`src/rtl/regfile_wb_arbiter_if.sv`:
```
// Writeback arbiter bus: two request handshakes, the regfile write port and the
// pass-through read ports with their forwarded results.
interface regfile_wb_arbiter_if;
   logic        req0_valid_i;
   logic [4:0]  req0_addr_i;
   logic [31:0] req0_data_i;
   logic        req0_ready_o;
   logic        req1_valid_i;
   logic [4:0]  req1_addr_i;
   logic [31:0] req1_data_i;
   logic        req1_ready_o;
   logic [4:0]  rf_addr_3_o;
   logic [31:0] rf_write_data_3_o;
   logic        rf_write_enable_o;
   logic [4:0]  rd_addr_1_i;
   logic [4:0]  rd_addr_2_i;
   logic [31:0] rf_read_data_1_i;
   logic [31:0] rf_read_data_2_i;
   logic [31:0] read_data_1_o;
   logic [31:0] read_data_2_o;
   logic        busy_o;

   // Writeback stages / regfile side.
   modport master (
      output req0_valid_i, req0_addr_i, req0_data_i,
      output req1_valid_i, req1_addr_i, req1_data_i,
      output rd_addr_1_i, rd_addr_2_i, rf_read_data_1_i, rf_read_data_2_i,
      input  req0_ready_o, req1_ready_o,
      input  rf_addr_3_o, rf_write_data_3_o, rf_write_enable_o,
      input  read_data_1_o, read_data_2_o, busy_o
   );

   // Arbiter side.
   modport slave (
      input  req0_valid_i, req0_addr_i, req0_data_i,
      input  req1_valid_i, req1_addr_i, req1_data_i,
      input  rd_addr_1_i, rd_addr_2_i, rf_read_data_1_i, rf_read_data_2_i,
      output req0_ready_o, req1_ready_o,
      output rf_addr_3_o, rf_write_data_3_o, rf_write_enable_o,
      output read_data_1_o, read_data_2_o, busy_o
   );
endinterface

```
`src/rtl/regfile_wb_arbiter.sv`:
```
// Shares the single regfile write port between the main pipeline writeback (req0)
// and a multi-cycle source (req1). Each source owns a one-entry buffer; buffered
// writes are forwarded onto both read ports so readers never see stale data.
module regfile_wb_arbiter #(
   parameter int unsigned STARVE_LIMIT = 4
) (
   input logic                 clk,
   input logic                 reset_i,
   regfile_wb_arbiter_if.slave bus
);

   localparam int unsigned CntW = $clog2(STARVE_LIMIT + 1);

   logic        buf0_full_q, buf0_full_d;
   logic [4:0]  buf0_addr_q, buf0_addr_d;
   logic [31:0] buf0_data_q, buf0_data_d;
   logic        buf1_full_q, buf1_full_d;
   logic [4:0]  buf1_addr_q, buf1_addr_d;
   logic [31:0] buf1_data_q, buf1_data_d;
   // 1: buf1 holds the newer entry, 0: buf0 does.
   logic        newer_q, newer_d;
   logic [CntW-1:0] starve_cnt_q, starve_cnt_d;

   logic grant0, grant1;
   logic accept0, accept1;

   // Pick at most one full buffer to drain this cycle.
   always_comb begin
      grant0 = 1'b0;
      grant1 = 1'b0;
      if (buf0_full_q && buf1_full_q) begin
         if ((buf0_addr_q == buf1_addr_q) && (buf0_addr_q != 5'd0)) begin
            // Same destination: the older write must land first.
            if (newer_q) grant0 = 1'b1;
            else         grant1 = 1'b1;
         end else if (starve_cnt_q >= CntW'(STARVE_LIMIT)) begin
            grant1 = 1'b1;
         end else begin
            grant0 = 1'b1;
         end
      end else if (buf0_full_q) begin
         grant0 = 1'b1;
      end else if (buf1_full_q) begin
         grant1 = 1'b1;
      end
   end

   // Regfile write port; writes to r0 are drained without enabling the write.
   always_comb begin
      bus.rf_addr_3_o       = 5'd0;
      bus.rf_write_data_3_o = 32'd0;
      bus.rf_write_enable_o = 1'b0;
      if (grant0) begin
         bus.rf_addr_3_o       = buf0_addr_q;
         bus.rf_write_data_3_o = buf0_data_q;
         bus.rf_write_enable_o = (buf0_addr_q != 5'd0);
      end else if (grant1) begin
         bus.rf_addr_3_o       = buf1_addr_q;
         bus.rf_write_data_3_o = buf1_data_q;
         bus.rf_write_enable_o = (buf1_addr_q != 5'd0);
      end
   end

   // Handshake outputs: a buffer draining this edge may refill on the same edge.
   always_comb begin
      bus.req0_ready_o = ~buf0_full_q | grant0;
      bus.req1_ready_o = ~buf1_full_q | grant1;
      bus.busy_o       = buf0_full_q | buf1_full_q;
      accept0          = bus.req0_valid_i & bus.req0_ready_o;
      accept1          = bus.req1_valid_i & bus.req1_ready_o;
   end

   function automatic logic [31:0] fwd(input logic [4:0]  rd_addr,
                                       input logic [31:0] raw,
                                       input logic        f0,
                                       input logic [4:0]  a0,
                                       input logic [31:0] d0,
                                       input logic        f1,
                                       input logic [4:0]  a1,
                                       input logic [31:0] d1,
                                       input logic        newer1);
      logic m0, m1;
      m0 = f0 && (a0 == rd_addr);
      m1 = f1 && (a1 == rd_addr);
      if (rd_addr == 5'd0)  return 32'd0;
      else if (m0 && m1)    return newer1 ? d1 : d0;
      else if (m0)          return d0;
      else if (m1)          return d1;
      else                  return raw;
   endfunction

   // Read-port forwarding from the holding buffers (not from request inputs).
   always_comb begin
      bus.read_data_1_o = fwd(bus.rd_addr_1_i, bus.rf_read_data_1_i, buf0_full_q, buf0_addr_q,
                              buf0_data_q, buf1_full_q, buf1_addr_q, buf1_data_q, newer_q);
      bus.read_data_2_o = fwd(bus.rd_addr_2_i, bus.rf_read_data_2_i, buf0_full_q, buf0_addr_q,
                              buf0_data_q, buf1_full_q, buf1_addr_q, buf1_data_q, newer_q);
   end

   // Next-state for buffers, age flag and starvation counter.
   always_comb begin
      buf0_full_d  = buf0_full_q;
      buf0_addr_d  = buf0_addr_q;
      buf0_data_d  = buf0_data_q;
      buf1_full_d  = buf1_full_q;
      buf1_addr_d  = buf1_addr_q;
      buf1_data_d  = buf1_data_q;
      newer_d      = newer_q;
      starve_cnt_d = starve_cnt_q;

      if (grant0) buf0_full_d = 1'b0;
      if (grant1) buf1_full_d = 1'b0;
      if (accept0) begin
         buf0_full_d = 1'b1;
         buf0_addr_d = bus.req0_addr_i;
         buf0_data_d = bus.req0_data_i;
      end
      if (accept1) begin
         buf1_full_d = 1'b1;
         buf1_addr_d = bus.req1_addr_i;
         buf1_data_d = bus.req1_data_i;
      end

      // Simultaneous loads count req1 as the newer entry.
      if (accept1)      newer_d = 1'b1;
      else if (accept0) newer_d = 1'b0;

      if (!buf1_full_q || grant1) begin
         starve_cnt_d = '0;
      end else if (starve_cnt_q < CntW'(STARVE_LIMIT)) begin
         starve_cnt_d = starve_cnt_q + 1'b1;
      end
   end

   // State registers; reset discards any buffered writes.
   always_ff @(posedge clk or negedge reset_i) begin
      if (!reset_i) begin
         buf0_full_q  <= 1'b0;
         buf0_addr_q  <= 5'd0;
         buf0_data_q  <= 32'd0;
         buf1_full_q  <= 1'b0;
         buf1_addr_q  <= 5'd0;
         buf1_data_q  <= 32'd0;
         newer_q      <= 1'b0;
         starve_cnt_q <= '0;
      end else begin
         buf0_full_q  <= buf0_full_d;
         buf0_addr_q  <= buf0_addr_d;
         buf0_data_q  <= buf0_data_d;
         buf1_full_q  <= buf1_full_d;
         buf1_addr_q  <= buf1_addr_d;
         buf1_data_q  <= buf1_data_d;
         newer_q      <= newer_d;
         starve_cnt_q <= starve_cnt_d;
      end
   end

endmodule

```
`src/flat_wrapper.sv`:
```
// flat-port wrapper written by rule: the top's interface ports become plain ports
module regfile_wb_arbiter_flat 
#(
   parameter int unsigned STARVE_LIMIT = 4
)
  (clk, reset_i, bus_req0_valid_i, bus_req0_addr_i, bus_req0_data_i, bus_req1_valid_i, bus_req1_addr_i, bus_req1_data_i, bus_rd_addr_1_i, bus_rd_addr_2_i, bus_rf_read_data_1_i, bus_rf_read_data_2_i, bus_req0_ready_o, bus_req1_ready_o, bus_rf_addr_3_o, bus_rf_write_data_3_o, bus_rf_write_enable_o, bus_read_data_1_o, bus_read_data_2_o, bus_busy_o);
  regfile_wb_arbiter_if bus_i ();
  input logic clk;
  input logic reset_i;
  input wire logic [$bits(bus_i.req0_valid_i)-1:0] bus_req0_valid_i;
  input wire logic [$bits(bus_i.req0_addr_i)-1:0] bus_req0_addr_i;
  input wire logic [$bits(bus_i.req0_data_i)-1:0] bus_req0_data_i;
  input wire logic [$bits(bus_i.req1_valid_i)-1:0] bus_req1_valid_i;
  input wire logic [$bits(bus_i.req1_addr_i)-1:0] bus_req1_addr_i;
  input wire logic [$bits(bus_i.req1_data_i)-1:0] bus_req1_data_i;
  input wire logic [$bits(bus_i.rd_addr_1_i)-1:0] bus_rd_addr_1_i;
  input wire logic [$bits(bus_i.rd_addr_2_i)-1:0] bus_rd_addr_2_i;
  input wire logic [$bits(bus_i.rf_read_data_1_i)-1:0] bus_rf_read_data_1_i;
  input wire logic [$bits(bus_i.rf_read_data_2_i)-1:0] bus_rf_read_data_2_i;
  output wire logic [$bits(bus_i.req0_ready_o)-1:0] bus_req0_ready_o;
  output wire logic [$bits(bus_i.req1_ready_o)-1:0] bus_req1_ready_o;
  output wire logic [$bits(bus_i.rf_addr_3_o)-1:0] bus_rf_addr_3_o;
  output wire logic [$bits(bus_i.rf_write_data_3_o)-1:0] bus_rf_write_data_3_o;
  output wire logic [$bits(bus_i.rf_write_enable_o)-1:0] bus_rf_write_enable_o;
  output wire logic [$bits(bus_i.read_data_1_o)-1:0] bus_read_data_1_o;
  output wire logic [$bits(bus_i.read_data_2_o)-1:0] bus_read_data_2_o;
  output wire logic [$bits(bus_i.busy_o)-1:0] bus_busy_o;
  assign bus_i.req0_valid_i = bus_req0_valid_i;
  assign bus_i.req0_addr_i = bus_req0_addr_i;
  assign bus_i.req0_data_i = bus_req0_data_i;
  assign bus_i.req1_valid_i = bus_req1_valid_i;
  assign bus_i.req1_addr_i = bus_req1_addr_i;
  assign bus_i.req1_data_i = bus_req1_data_i;
  assign bus_i.rd_addr_1_i = bus_rd_addr_1_i;
  assign bus_i.rd_addr_2_i = bus_rd_addr_2_i;
  assign bus_i.rf_read_data_1_i = bus_rf_read_data_1_i;
  assign bus_i.rf_read_data_2_i = bus_rf_read_data_2_i;
  assign bus_req0_ready_o = bus_i.req0_ready_o;
  assign bus_req1_ready_o = bus_i.req1_ready_o;
  assign bus_rf_addr_3_o = bus_i.rf_addr_3_o;
  assign bus_rf_write_data_3_o = bus_i.rf_write_data_3_o;
  assign bus_rf_write_enable_o = bus_i.rf_write_enable_o;
  assign bus_read_data_1_o = bus_i.read_data_1_o;
  assign bus_read_data_2_o = bus_i.read_data_2_o;
  assign bus_busy_o = bus_i.busy_o;
  regfile_wb_arbiter #(.STARVE_LIMIT(STARVE_LIMIT)) u_core (.clk(clk), .reset_i(reset_i), .bus(bus_i));
endmodule
```
`config.mk`:
```
export PLATFORM = sky130hd
export DESIGN_NAME = regfile_wb_arbiter_flat
export DESIGN_NICKNAME = d
export VERILOG_FILES = /design/src/rtl/regfile_wb_arbiter_if.sv /design/src/rtl/regfile_wb_arbiter.sv /design/src/flat_wrapper.sv
export SDC_FILE = /design/constraint.sdc
export NUM_CORES = 1
export LEC_CHECK = 0
export BUFFER_PORTS_ARGS = -buffer_cell sky130_fd_sc_hd__buf_4
export CORE_UTILIZATION = 30
export CTS_CLUSTER_SIZE = 10
export DETAILED_ROUTE_END_ITERATION = 10
export GPL_ROUTABILITY_DRIVEN = 1
export PLACE_DENSITY = 0.65
export SYNTH_ARGS = -nofsm -noshare
export SYNTH_HDL_FRONTEND = slang
export SYNTH_SLANG_ARGS = --single-unit
```
`constraint.sdc`:
```
create_clock -name clk -period 5.8 [get_ports clk]
set_clock_uncertainty 0.2 [all_clocks]
set_input_delay 0.29 -clock clk [delete_from_list [all_inputs] [get_ports clk]]
set_output_delay 0.29 -clock clk [all_outputs]
set_load 0.01 [all_outputs]
```
==> flow_summary.yaml <==
synth:
  yosysMostFrequentCell: "mux2i_1"
  yosys.area.top_type: "dfrtp_1"
  synth-edff-count: 0
  syn_inst: 527
  synthArstFlopShare_pct: 100
  ys.warnings.count: 0
  yosysSeqAreaShare_pct: 33.2
  avgSynthCellArea_sq_um: 11.5
  synth_nets: 681
  synth_ff_type: "dfrtp_1"
  ys_ff_latch: 80
  synth_area_sq_mm: 0.00604
  synth_cell_types: 37
  netlist_top_cells_area: "dfrtp_1 33%, mux2i_1 21%, mux2_4 15%, o22ai_1 6.6%, a22o_1 5.7%"
  yosys-top-cells-count: "128 x mux2i_1, 80 x dfrtp_1, 64 x o22ai_1"
  synth_top_area_share_pct: 33.2
cts:
  cts_root_buffer: "clkbuf_16"
  insertion_delay_ns: 0.33
  post_cts_buffers: 0
  cts_resized: 0
  cts_tree: "yes"
  hold_buffers: 77
  clock_path_buffers: 2
  cts.htree.levels: 3
  cts.clk_slew.worst_paths_ns: 0.06
  cts.sinks: 80
  numCtsBuffers: 9
worst_setup_path:
  cp-start-kind: "flop"
  end_kind: "output port"
  worstSetupPathType: "flop to output port"
  r2r_slack_ns: 2.38
  cp_max_fo: 22
  reg2regPathDepth: 6
  r2r_start: "u_core.buf0_addr_q[1]"
  cp.arrival_ns: 3.27
  worstPathRequired_ns: 5.31
  reg2reg_to: "u_core.buf0_addr_q[2]"
detailed_routing:
  vias: 5581
  wire_per_inst_um: 19.8
  viasPerCell: 5.10
  first_pass_iters: 5
  wl_mm: 21.7
  drt_iter0_drc: 228
  ant_nets: 0
  drc: 0
layout:
  area_growth_pct: 52.7
  finalNetCount: 981
  drive_gt1_share_pct: 44.3
  antenna_cells: 0
  instances_no_fill: 1095
place:
  dp.cells: 1004
  gp_congestion: 0.821
  dp_hpwl_mm: 14.4
  portBuffers: 256
sta:
  fmax_ghz: 0.266
  fin_crit_ns: 3.76
  post-route-period-util_pct: 64.8
  tightest_slew_ns: 1.21
  setup_viol: 0
  rsz0062_at_grt: "false"
  final_max_slew_viol_count: 0
  fin_tns_setup_ns: 0
  slew_headroom_pct: 19.1
  hold_viol: 0
power:
  power_frac_seq_pct: 34.8
  switching_share_pct: 30.6
  p_int_uw: 1530
  vdd_ir_drop_max_mv: 0.131
  comb_power_share_pct: 35.4
  power.density_mw_per_mm2: 240
  p_sw_uw: 677
  p_leak_uw: 0.00453
  clkPwrFrac_pct: 29.8
die:
  rows: 51
  io_pins: 257
  die_w_um: 144
  dieArea_sq_mm: 0.0207
  coreArea_sq_mm: 0.0196
  die_height_um: 144
  initial_core_util_pct: 30.8
global_route:
  grt_pass1_wl_mm: 32.4
  grt_antenna_before_repair: 0
  grt_max_degree: 45
  grt_use_total_pct: 20.6
  grt_overflow: 0
  grt_pass1_vias: 5906
outcome:
  outcome: "finished, final reports clean"
min_path:
  hp-class: "input port to async pin"
job:
  maxCapViolCount: 0
-- power groups by stage --
stage,sequential [uW],clock (uW),combinational [uW]
finish,770,659,783
global route,785,703,838
CTS,766,682,784
detailed placement,776,0,736
global placement,774,0,729
floorplan,716,0,473
-- final cells by class --
| class | count | area, sq um |
|---|---|---|
| clock buffer | 11 | 253 |
| clock inverter | 3 | 90.1 |
| fill | 1871 | 10400 |
| inverter | 7 | 26.3 |
| multi-input combinational | 387 | 3760 |
| sequential | 80 | 2000 |
| tap | 265 | 332 |
| timing repair buffer | 342 | 2760 |
-- how the worst max path moves through the flow --
stage | from | to | slack, ns | cells after the start
2_1_floorplan | u_core.buf0_addr_q[1] | bus_rf_write_data_3_o[11] | 3.17 | 8
3_3_place_gp | u_core.buf0_addr_q[1] | u_core.buf0_addr_q[2] | 2.38 | 6
3_5_place_dp | u_core.buf0_addr_q[1] | u_core.buf0_addr_q[3] | 2.33 | 6
4_1_cts | u_core.buf0_addr_q[0] | bus_rf_addr_3_o[1] | 2.03 | 7
5_1_grt | u_core.buf0_addr_q[0] | bus_rf_addr_3_o[1] | 1.90 | 7
6_report | u_core.buf0_addr_q[0] | bus_rf_addr_3_o[1] | 2.04 | 7
-- cell usage in the layout (no fill, tap or decap), drive strengths merged, types with 2 or more instances in the layout --
cell | synthesis | layout
clkbuf | 22 | 11
o21ai | 6 | 6
bufinv | 0 | 3
and3 | 3 | 3
nor3 | 5 | 5
dfrtp | 80 | 80
mux2i | 128 | 128
nand3 | 4 | 4
nand2 | 6 | 6
or4 | 3 | 3
a22o | 39 | 39
nand4 | 6 | 6
ha | 2 | 2
a21oi | 3 | 3
o21bai | 2 | 2
buf | 31 | 265
xnor2 | 13 | 13
nor2 | 7 | 7
mux2 | 74 | 74
a31oi | 3 | 3
dlygate4sd3 | 0 | 77
o22ai | 64 | 64
inv | 7 | 7
xor2 | 12 | 12
-- worst max-delay path, stage by stage (launching register included) --
cell      delay [ns]
dfrtp_1         0.51
xnor2_1         0.38
o211ai_4        0.16
or3_1           0.51
a31oi_4         0.60
buf_4           0.43
a22o_1          0.20
buf_4           0.13
-- per-layer routing --
metal  wire, um  share of wire (%)  track usage, %
met1       9370                 43            25.9
met2      10900                 50            35.9
met3       1160                5.4            3.60
met4        246                1.1            5.60
met5          0                  0               0
-- sequential cells by signal, summed over array words and instances, names as in the netlist --
| register | flops |
|---|---|
| u_core.buf0_addr_q | 5 |
| u_core.buf0_data_q | 32 |
| u_core.buf0_full_q | 1 |
| u_core.buf1_addr_q | 5 |
| u_core.buf1_data_q | 32 |
| u_core.buf1_full_q | 1 |
| u_core.newer_q | 1 |
| u_core.starve_cnt_q | 3 |
-- per-stage QoR --
| stage | power (uW) | setup slack, ns | cell area (sq um) | util, % | hold slack [ns] |
|---|---|---|---|---|---|
| 2_1_floorplan | 1190 | 3.17 | 6040 | - | -0.206 |
| 3_3_place_gp | 1500 | 2.38 | 8110 | 41.4 | 0.0893 |
| 3_5_place_dp | 1510 | 2.33 | 8110 | 41.4 | 0.0946 |
| 4_1_cts | 2230 | 2.03 | 9220 | 47.1 | 0.277 |
| 5_1_grt | 2330 | 1.90 | 9220 | 47.1 | 0.305 |
| 6_report | 2210 | 2.04 | 9220 | 47.1 | 0.273 |
-- kinds of logic (layout without fill, tap and decap cells) --
kind of cell | Yosys count | in the layout | synth area share (%)
adder cells (fa/ha/maj) | 2 | 2 | 0.414
AND/OR/NAND/NOR | 36 | 36 | 3.13
multiplexers | 202 | 202 | 38.8
AO/OA/AOI/OAI | 122 | 122 | 14.9
flip-flops | 80 | 80 | 33.2
XOR/XNOR | 25 | 25 | 3.63
buffers and inverters | 60 | 363 | 6.01
No activity file was read; power rests on OpenSTA's default activity.
